File: config.mk
export PLATFORM = sky130hd
export DESIGN_NAME = seq_serializer
export DESIGN_NICKNAME = d
export VERILOG_FILES = /design/src/rtl/seq_serializer.sv
export SDC_FILE = /design/constraint.sdc
export NUM_CORES = 1
export LEC_CHECK = 0
export ABC_AREA = 1
export CAP_MARGIN = 20
export CORE_MARGIN = 4
export CORE_UTILIZATION = 49
export DETAILED_ROUTE_END_ITERATION = 16
export PLACE_DENSITY = 0.74
export SYNTH_ARGS = -nofsm -noshare
export SYNTH_HDL_FRONTEND = slang
export SYNTH_SLANG_ARGS = --single-unit
File: constraint.sdc
create_clock -name clk -period 1.4 [get_ports clk]
set_clock_uncertainty 0.15 [all_clocks]
set_input_delay 0.42 -clock clk [delete_from_list [all_inputs] [get_ports clk]]
set_output_delay 0.42 -clock clk [all_outputs]
set_load 0.03 [all_outputs]
File: src/rtl/seq_serializer.sv
// Parallel-to-serial front end: WIDTH-bit words in over valid/ready, one bit per clock on dout.
// Optional build macro SER_PARITY_EN appends an even-parity bit after each word.
module seq_serializer #(
  parameter int unsigned WIDTH     = 8,
  parameter bit          MSB_FIRST = 1'b1,
  parameter logic        IDLE_BIT  = 1'b1
) (
  input  logic             clk,
  input  logic             rst,
  input  logic [WIDTH-1:0] data_in,
  input  logic             data_valid,
  output logic             data_ready,
  output logic             dout,
  output logic             dout_valid,
  output logic             busy
);

  localparam int unsigned CntW = $clog2(WIDTH + 1);
`ifdef SER_PARITY_EN
  localparam logic [CntW-1:0] CntLast   = CntW'(WIDTH);
  localparam logic [CntW-1:0] CntParity = CntW'(WIDTH - 1);
`else
  localparam logic [CntW-1:0] CntLast   = CntW'(WIDTH - 1);
`endif

  typedef enum logic {StIdle, StShift} state_e;

  state_e           state_q, state_d;
  logic [WIDTH-1:0] sh_q, sh_d;
  logic [WIDTH-1:0] hold_q, hold_d;
  logic             hold_full_q, hold_full_d;
  logic [CntW-1:0]  cnt_q, cnt_d;
  logic             dout_q, dout_d;
  logic             dout_valid_q, dout_valid_d;
  logic             busy_q, busy_d;
`ifdef SER_PARITY_EN
  logic             par_q, par_d;
`endif
  logic             accept;
  logic             load_en;
  logic [WIDTH-1:0] load_word;

  function automatic logic first_bit(input logic [WIDTH-1:0] w);
    return MSB_FIRST ? w[WIDTH-1] : w[0];
  endfunction

  // sh holds only the bits not yet presented on dout
  function automatic logic [WIDTH-1:0] shift_out(input logic [WIDTH-1:0] w);
    return MSB_FIRST ? {w[WIDTH-2:0], 1'b0} : {1'b0, w[WIDTH-1:1]};
  endfunction

  assign data_ready = !hold_full_q && !rst;
  assign accept     = data_valid && data_ready;

  always_comb begin
    state_d      = state_q;
    sh_d         = sh_q;
    hold_d       = hold_q;
    hold_full_d  = hold_full_q;
    cnt_d        = cnt_q;
    dout_d       = dout_q;
    dout_valid_d = dout_valid_q;
`ifdef SER_PARITY_EN
    par_d        = par_q;
`endif
    load_en      = 1'b0;
    load_word    = data_in;

    unique case (state_q)
      StIdle: begin
        dout_d       = IDLE_BIT;
        dout_valid_d = 1'b0;
        if (accept) load_en = 1'b1;
      end
      StShift: begin
        if (cnt_q == CntLast) begin
          if (hold_full_q) begin
            load_en     = 1'b1;
            load_word   = hold_q;
            hold_full_d = 1'b0;
          end else if (accept) begin
            load_en = 1'b1;
          end else begin
            state_d      = StIdle;
            dout_d       = IDLE_BIT;
            dout_valid_d = 1'b0;
            cnt_d        = '0;
          end
        end else begin
          if (accept) begin
            hold_d      = data_in;
            hold_full_d = 1'b1;
          end
          cnt_d = cnt_q + 1'b1;
`ifdef SER_PARITY_EN
          if (cnt_q == CntParity) dout_d = par_q;
          else dout_d = first_bit(sh_q);
`else
          dout_d = first_bit(sh_q);
`endif
          sh_d = shift_out(sh_q);
        end
      end
      default: state_d = StIdle;
    endcase

    // Loading presents the first bit at the same edge, so there is no gap between words
    if (load_en) begin
      state_d      = StShift;
      sh_d         = shift_out(load_word);
      dout_d       = first_bit(load_word);
      dout_valid_d = 1'b1;
      cnt_d        = '0;
`ifdef SER_PARITY_EN
      par_d        = ^load_word;
`endif
    end

    busy_d = (state_d == StShift) || hold_full_d;
  end

  always_ff @(posedge clk) begin
    if (rst) begin
      state_q      <= StIdle;
      sh_q         <= '0;
      hold_q       <= '0;
      hold_full_q  <= 1'b0;
      cnt_q        <= '0;
      dout_q       <= IDLE_BIT;
      dout_valid_q <= 1'b0;
      busy_q       <= 1'b0;
`ifdef SER_PARITY_EN
      par_q        <= 1'b0;
`endif
    end else begin
      state_q      <= state_d;
      sh_q         <= sh_d;
      hold_q       <= hold_d;
      hold_full_q  <= hold_full_d;
      cnt_q        <= cnt_d;
      dout_q       <= dout_d;
      dout_valid_q <= dout_valid_d;
      busy_q       <= busy_d;
`ifdef SER_PARITY_EN
      par_q        <= par_d;
`endif
    end
  end

  assign dout       = dout_q;
  assign dout_valid = dout_valid_q;
  assign busy       = busy_q;

endmodule

==> flow_summary.json, run 1 <==
{
  "slew_violations": 0,
  "wl_per_cell_microns": 13.9,
  "grt_usage": 0.191,
  "io_buffers": 14,
  "cts_root_buf": "clkbuf_4",
  "grt_max_degree": 14,
  "cap_viol_max_count": 0,
  "drt_iter0_drc": 27,
  "fmax_mhz": 651,
  "violations": "setup timing",
  "die_w_microns": 58.8,
  "fin_nets": 224,
  "antenna_found_initial": 0,
  "clock-sinks": 24,
  "grt_overflow": 0,
  "worst_slew_pin_slew_ns": 0.285,
  "grt_pass1_vias": 1166,
  "ys_seq_area_frac": 0.379,
  "routabilityCongestion": 0.902,
  "clk_pin_slew_ns": 0.13,
  "drt-total-wl_microns": 3350,
  "syn2layout_area_growth_pct": 53.1,
  "ios": 15,
  "setup_violations": 21,
  "hold_path_class": "in2reg",
  "hold_buffers": 0,
  "crit_path_max_fanout": 3,
  "place_area_sq_um": 1550,
  "mostFrequentLayoutCell": "nand2_1",
  "start_util": 0.511,
  "synth_cell_types": 24,
  "coreArea_sq_um": 2480,
  "ir_worst_vdd_mv": 0.704,
  "hold_violations": 0,
  "syn_nets": 183,
  "status": "finished, violations left",
  "cts_tree": "yes",
  "synth.cell_area_sq_um": 1270,
  "ys_warn_count": 0,
  "fin_crit_ns": 1.54,
  "max_stage_delay_ns": 0.25,
  "synthCells": 171,
  "layout_common_cells": "24 x nand2_1, 21 x inv_1, 21 x nor2_1",
  "hpwl_microns": 2050,
  "clkLatencyLatePin_ns": 0.32,
  "synth_ff_type": "dfxtp_1",
  "crit_type": "in2out",
  "crit_arrival_ns": 0.97,
  "p_leak_nw": 0.865,
  "whs_ns": 0.318,
  "grt_pass1_wl_microns": 4960,
  "ys_async_sr_fraction": 0,
  "ys_ff_latch": 24,
  "numCtsBuffers": 3,
  "powerDensity_nw_per_um2": 799,
  "fp-row-count": 18,
  "end_kind": "output port",
  "rsz0062_at_grt": "yes",
  "num_vias": 1239,
  "diodes": 0,
  "drc": 0,
  "via_per_inst": 5.14,
  "cp_slowest_cell": "clkdlybuf4s15_1",
  "fin_area_sq_um": 1940,
  "period_share": 1.10,
  "ant_nets": 0,
  "crit_path_cell_trace": "clkdlybuf4s15_1 > nor2_4 > buf_6",
  "synth_edf_count": 0,
  "die_area_sq_um": 3460,
  "final_core_util": 0.782,
  "synth.avg_cell_area_sq_um": 7.40,
  "worstSetupStartpointType": "primary input",
  "drive_gt1_frac": 0.493,
  "htreeDepth": 1,
  "die_h_microns": 58.8,
  "clockBufferDepth": 2,
  "first_pass_iters": 4,
  "required_ns": 0.83,
  "fin_ws_ns": -0.136,
  "slew_headroom": 0.809
}
## where the power goes
part / internal (mW) / total (mW) / switching [mW]
logic: 0.182 / 0.418 / 0.235
clock network: 0.159 / 0.378 / 0.218
registers: 0.728 / 0.753 / 0.0257
total: 1.07 / 1.55 / 0.479
## registers in the layout, summed over array words and instances, names as in the netlist
signal,count
cnt_q,4
sh_q,7
dout,1
hold_full_q,1
hold_q,8
dout_valid,1
busy,1
state_q,1
## per-layer routing
metal	track usage	vias up	part of all wire
li1	-	618	-
met3	0.0461	14	0.030
met2	0.334	29	0.55
met4	0.104	0	0.033
met1	0.209	578	0.39
met5	0	-	0
## synth_stat cells, types with 2 or more instances
cell,instances,area share
nand3_1,13,0.051
nand2_1,38,0.11
dfxtp_1,24,0.38
nand2_2,6,0.030
nor2_2,2,0.0099
nor2_1,22,0.065
inv_2,2,0.0059
nor2_4,3,0.027
o21ai_0,5,0.020
inv_1,21,0.062
nor3b_1,2,0.012
o21ai_2,5,0.035
a21oi_2,4,0.028
nand2_4,4,0.036
a21oi_1,10,0.040
nor2_8,2,0.032
## cell type report
| type | count | area [sq um] |
|---|---|---|
| clock buffer | 4 | 36.3 |
| fill | 184 | 539 |
| inverter | 25 | 98.8 |
| multi-input combinational | 121 | 906 |
| sequential | 24 | 494 |
| tap | 30 | 37.5 |
| timing repair buffer | 37 | 365 |
## worst paths after layout
check,from,to,slack (ns),cells past startpoint
min,rst,sh_q[1],0.32,2
max,rst,data_ready,-0.14,3
max reg2reg,cnt_q[1],sh_q[3],-0.10,6
min reg2reg,hold_q[5],hold_q[5],0.32,2
## worst max-delay path, delay by kind of cell
family,cells,cell delay [ns]
buf+inv,2,0.39
simple gates,1,0.16
## cell families (layout without fill, tap and decap cells)
| group | count (synthesis) | count (layout) | share of synthesized area |
|---|---|---|---|
| AOI/OAI and AO/OA | 26 | 26 | 0.131 |
| adders and majority gates | 1 | 1 | 0.00988 |
| buffers and inverters | 27 | 66 | 0.0909 |
| DFF | 24 | 24 | 0.379 |
| and+or+nand+nor | 93 | 94 | 0.388 |
## timing repair
item,in CTS,in global routing
hold endpoints to repair,0,0
gates cloned,1,0
resized for setup,25,46
setup buffers,6,5
endpoints found under the setup margin,25,28
pin swaps,17,21
## metrics by stage
stage               setup slack (ns)  power, mW  std cells  setup TNS, ns
finish                        -0.136       1.55        241          -1.32
CTS                           -0.129       1.47        236         -0.988
global route                  -0.194       1.64        241          -2.53
detailed placement            -0.518       1.07        225         -11.14
global placement              -0.461       1.06        225         -10.03
floorplan                    -0.0519      0.959        171         -0.221
Power figures use the tool's default switching activity.
==> run 2: changes to the inputs <==
Settings changed: CORE_UTILIZATION 49 to 54, CTS_CLUSTER_SIZE set to 24, PLACE_DENSITY 0.74 to 0.77.
Clock period 1.4 ns to 1.7 ns, I/O delays scaled along.
==> run 2 against run 1 <==
  * The run now ends clean
  * Setup slack improved by 0.22 ns
  * Routed wire length decreased by 26%
  * Combinational power decreased by 46%
  * Final cell count decreased by 9.1%
  * Clock power decreased by 21%
  * Non-clock buffer count decreased by 19
  * Sequential power decreased by 18%
  * Largest cell class unchanged
  * Largest power group unchanged
==> flow_summary.json, run 2 (synthesized netlist as in run 1, its figures left out) <==
{
  "crit_start": "hold_full_q",
  "cp_slowest_cell": "dfxtp_1",
  "r2r-start": "cnt_q[0]",
  "hpwl_microns": 2010,
  "grt_max_degree": 14,
  "p_clk_frac": 0.261,
  "rrSetupSlack_ns": 0.13,
  "start_util": 0.572,
  "drc": 0,
  "grt_overflow": 0,
  "crit_path_max_fanout": 4,
  "numCtsBuffers": 3,
  "swShare": 0.283,
  "p_leak_nw": 0.646,
  "max_stage_delay_ns": 0.46,
  "place_area_sq_um": 1460,
  "drt-total-wl_microns": 2490,
  "fin_ws_ns": 0.0877,
  "syn2layout_area_growth_pct": 18.9,
  "crit_path_cell_trace": "nor2_4 > buf_6",
  "grt_pass1_vias": 996,
  "cap_viol_max_count": 0,
  "coreArea_sq_um": 2210,
  "power_mw": 1.14,
  "fp-row-count": 17,
  "internal_power_uw": 820,
  "whs_ns": 0.259,
  "crit_type": "reg2out",
  "final_core_util": 0.680,
  "worstSetupStartpointType": "flip-flop",
  "fin_cells": 219,
  "slew_headroom": 0.809,
  "fin_crit_ns": 1.61,
  "powerDensity_nw_per_um2": 760,
  "num_vias": 1083,
  "via_per_inst": 4.95,
  "clock-sinks": 24,
  "diodes": 0,
  "ir_worst_vdd_mv": 0.514,
  "reg2reg_to": "sh_q[4]",
  "grt_usage": 0.171,
  "routabilityCongestion": 0.796,
  "setup_violations": 0,
  "mostFrequentLayoutCell": "nand2_1",
  "antenna_found_initial": 0,
  "wl_per_cell_microns": 11.3,
  "place_ws_ns": -0.352,
  "cts_tree": "yes",
  "largest-register": "hold_q",
  "grt_pass1_wl_microns": 4420,
  "hold_path_class": "in2reg",
  "setup_tns_ns": 0,
  "drt_iter0_drc": 8,
  "whs_path_depth": 2,
  "drive_gt1_frac": 0.246,
  "reg_top3": "hold_q (8), sh_q (7), cnt_q (4)",
  "dpl.cell_count": 214,
  "die_w_microns": 56.4,
  "switching_power_uw": 324,
  "ant_nets": 0,
  "hold_violations": 0,
  "rsz0062_at_grt": "no",
  "ios": 15,
  "period_share": 0.948,
  "n_fill_cell": 215,
  "clkLatencyLatePin_ns": 0.31,
  "r2r_cells": 6,
  "required_ns": 1.04,
  "crit_arrival_ns": 0.95,
  "worst_slew_pin_slew_ns": 0.286,
  "clk_pin_slew_ns": 0.13,
  "die_area_sq_um": 3180,
  "cts_root_buf": "clkbuf_4",
  "fin_area_sq_um": 1510,
  "multi_input_area_sq_um": 692,
  "comb_power_share": 0.198,
  "end_kind": "output port",
  "clockBufferDepth": 2,
  "htreeDepth": 1,
  "io_buffers": 14,
  "first_pass_iters": 4,
  "die_h_microns": 56.4,
  "layout_common_cells": "38 x nand2_1, 23 x dfxtp_1, 22 x nor2_1",
  "slew_violations": 0,
  "seqCellArea_sq_um": 482,
  "fmax_mhz": 620,
  "hold_buffers": 0,
  "largest_register_ffs": 8,
  "power.share.sequential": 0.541,
  "critPathCapture": "data_ready",
  "fin_nets": 204,
  "status": "completed"
}
==> run 2: area by class of cell <==
cell class / count / share of cell area
clock buffer: 4 / 0.0241
inverter: 25 / 0.0640
multi-input combinational: 120 / 0.460
sequential: 24 / 0.320
tap: 28 / 0.0233
timing repair buffer: 18 / 0.109
==> run 2: metal layers <==
metal / track usage / up-vias / part of all wire
met5: 0 / - / 0
met4: 0.0407 / 0 / 0.0080
met3: 0.0299 / 4 / 0.047
met2: 0.287 / 21 / 0.49
met1: 0.226 / 481 / 0.46
li1: - / 577 / -
==> run 2: critical path, delay by kind of cell (launching register included) <==
kind | cells | cell delay [ns]
simple gates | 1 | 0.05
flops | 1 | 0.46
buf+inv | 1 | 0.14
==> run 2: worst min path at each step <==
stage                            to      start
after global routing        sh_q[1]        rst
after CTS                 hold_q[4]  hold_q[4]
after global placement    hold_q[5]  hold_q[5]
final                       sh_q[1]        rst
after detailed placement  hold_q[4]  hold_q[4]
after floorplan           hold_q[4]  hold_q[4]
==> run 2: timing repair <==
| item | in CTS | in global routing |
|---|---|---|
| gates resized for setup | 8 | 10 |
| setup endpoints to repair | 5 | 22 |
| buffers inserted | 1 | 0 |
| pin swaps | 1 | 0 |
==> run 2: power groups by stage <==
stage,clock (mW),combinational [mW],sequential (mW)
after CTS,0.304,0.229,0.618
after floorplan,0,0.146,0.638
after detailed placement,0,0.229,0.631
after global placement,0,0.223,0.628
after global routing,0.337,0.254,0.623
final,0.299,0.226,0.619
==> run 3: changes to the inputs <==
Settings changed: SETUP_SLACK_MARGIN set to 0.2.
==> run 3 against run 2 <==
  * Sequential share of layout area down 4.1 points
  * Routed wire length grew 42%
  * Via count is 21% higher
  * Critical endpoint is now sh_q[3]
  * Largest cell class unchanged
  * Highest routed layer unchanged
==> flow_summary.json, run 3 (synthesized netlist as in run 1, its figures left out) <==
{
  "status": "completed",
  "worstSetupStartpointType": "flip-flop",
  "hold_start": "hold_q[4]",
  "via_per_inst": 5.63,
  "place_ws_ns": -0.312,
  "grt_max_degree": 14,
  "hpwl_microns": 1990,
  "mostFrequentLayoutCell": "nand2_1",
  "layout_common_cells": "33 x nand2_1, 20 x inv_1, 20 x nor2_1",
  "clk_pin_slew_ns": 0.13,
  "clkLatencyLatePin_ns": 0.33,
  "clockBufferDepth": 2,
  "syn2layout_area_growth_pct": 39.8,
  "routabilityCongestion": 0.741,
  "drive_gt1_frac": 0.392,
  "cts_tree": "yes",
  "fp-row-count": 17,
  "cap_viol_max_count": 0,
  "r2r-start": "cnt_q[0]",
  "powerDensity_nw_per_um2": 708,
  "num_vias": 1307,
  "crit_start": "cnt_q[0]",
  "wl_per_cell_microns": 15.2,
  "clock-sinks": 24,
  "worst_slew_pin_slew_ns": 0.266,
  "grt_usage": 0.211,
  "reg_top3": "hold_q (8), sh_q (7), cnt_q (4)",
  "multi_input_area_sq_um": 812,
  "required_ns": 1.78,
  "first_pass_iters": 4,
  "slew_violations": 0,
  "die_h_microns": 56.4,
  "fin_nets": 217,
  "htreeDepth": 1,
  "slew_headroom": 0.821,
  "largest-register": "hold_q",
  "ios": 15,
  "fmax_mhz": 626,
  "fin_crit_ns": 1.60,
  "setup_violations": 0,
  "coreArea_sq_um": 2210,
  "crit_arrival_ns": 1.68,
  "diodes": 0,
  "ir_worst_vdd_mv": 0.687,
  "grt_overflow": 0,
  "setup_tns_ns": 0,
  "rsz0062_at_grt": "yes",
  "whs_ns": 0.316,
  "io_buffers": 14,
  "hold_path_class": "reg2reg",
  "crit_path_max_fanout": 8,
  "whs_path_depth": 2,
  "ant_nets": 0,
  "antenna_found_initial": 0,
  "end_kind": "flip-flop",
  "grt_pass1_wl_microns": 5420,
  "grt_pass1_vias": 1228,
  "r2r_cells": 6,
  "crit_type": "reg2reg",
  "cts_root_buf": "clkbuf_4",
  "fin_ws_ns": 0.103,
  "seqCellArea_sq_um": 494,
  "drt-total-wl_microns": 3530,
  "n_fill_cell": 136,
  "drc": 0,
  "p_leak_nw": 0.764,
  "period_share": 0.939,
  "largest_register_ffs": 8,
  "die_w_microns": 56.4,
  "die_area_sq_um": 3180,
  "numCtsBuffers": 3,
  "hold_violations": 0,
  "drt_iter0_drc": 43,
  "start_util": 0.572
}
-- run 3: what timing repair did --
item                       CTS  global route
resized for setup           41            27
hold buffers                 0             0
pin swaps                   10            17
buffers inserted             9             3
gates cloned                 1             0
setup endpoints to repair   27            24
-- run 3: worst max-delay path: stages, from the launching register on --
cell and delay, ns:
dfxtp_4 0.39, ha_4 0.17, nand3_4 0.13, nor2_4 0.25, nor2_1 0.08, nor3b_1 0.25
nor2_1 0.08
-- run 3: area by class of cell --
| type | count | share of cell area |
|---|---|---|
| Clock buffer | 4 | 0.0205 |
| Inverter | 25 | 0.0572 |
| Multi-Input combinational cell | 121 | 0.459 |
| Sequential cell | 24 | 0.279 |
| Tap cell | 28 | 0.0198 |
| Timing Repair Buffer | 30 | 0.165 |
-- run 3: through the flow --
step | power [mW] | std cells | area, sq um | util
after CTS | 1.21 | 229 | 1670 | 0.755
after global routing | 1.31 | 232 | 1770 | 0.800
after global placement | 0.854 | 215 | 1480 | 0.668
after detailed placement | 0.864 | 215 | 1480 | 0.668
after floorplan | 0.787 | 171 | 1280 | -
final | 1.25 | 232 | 1770 | 0.800
-- run 3: per-layer routing --
metal	GRT usage	part of all wire	up-vias
met5	0	0	-
met2	0.365	0.50	74
met1	0.257	0.40	613
met4	0.0983	0.026	0
met3	0.0253	0.073	11
li1	-	-	609
-- run 3: path summary, 6_finish.rpt --
check	to	slack, ns
worst max register to register	sh_q[3]	0.10
worst min-delay path	hold_q[4]	0.32
worst min register to register	hold_q[4]	0.32
worst max-delay path	sh_q[3]	0.10
-- run 3: report_power, final --
group / switching (mW) / leakage [nW] / internal, mW
Clock: 0.177 / 0.0210 / 0.131
Sequential: 0.0240 / 0.200 / 0.599
Combinational: 0.185 / 0.543 / 0.137
Total: 0.386 / 0.764 / 0.867
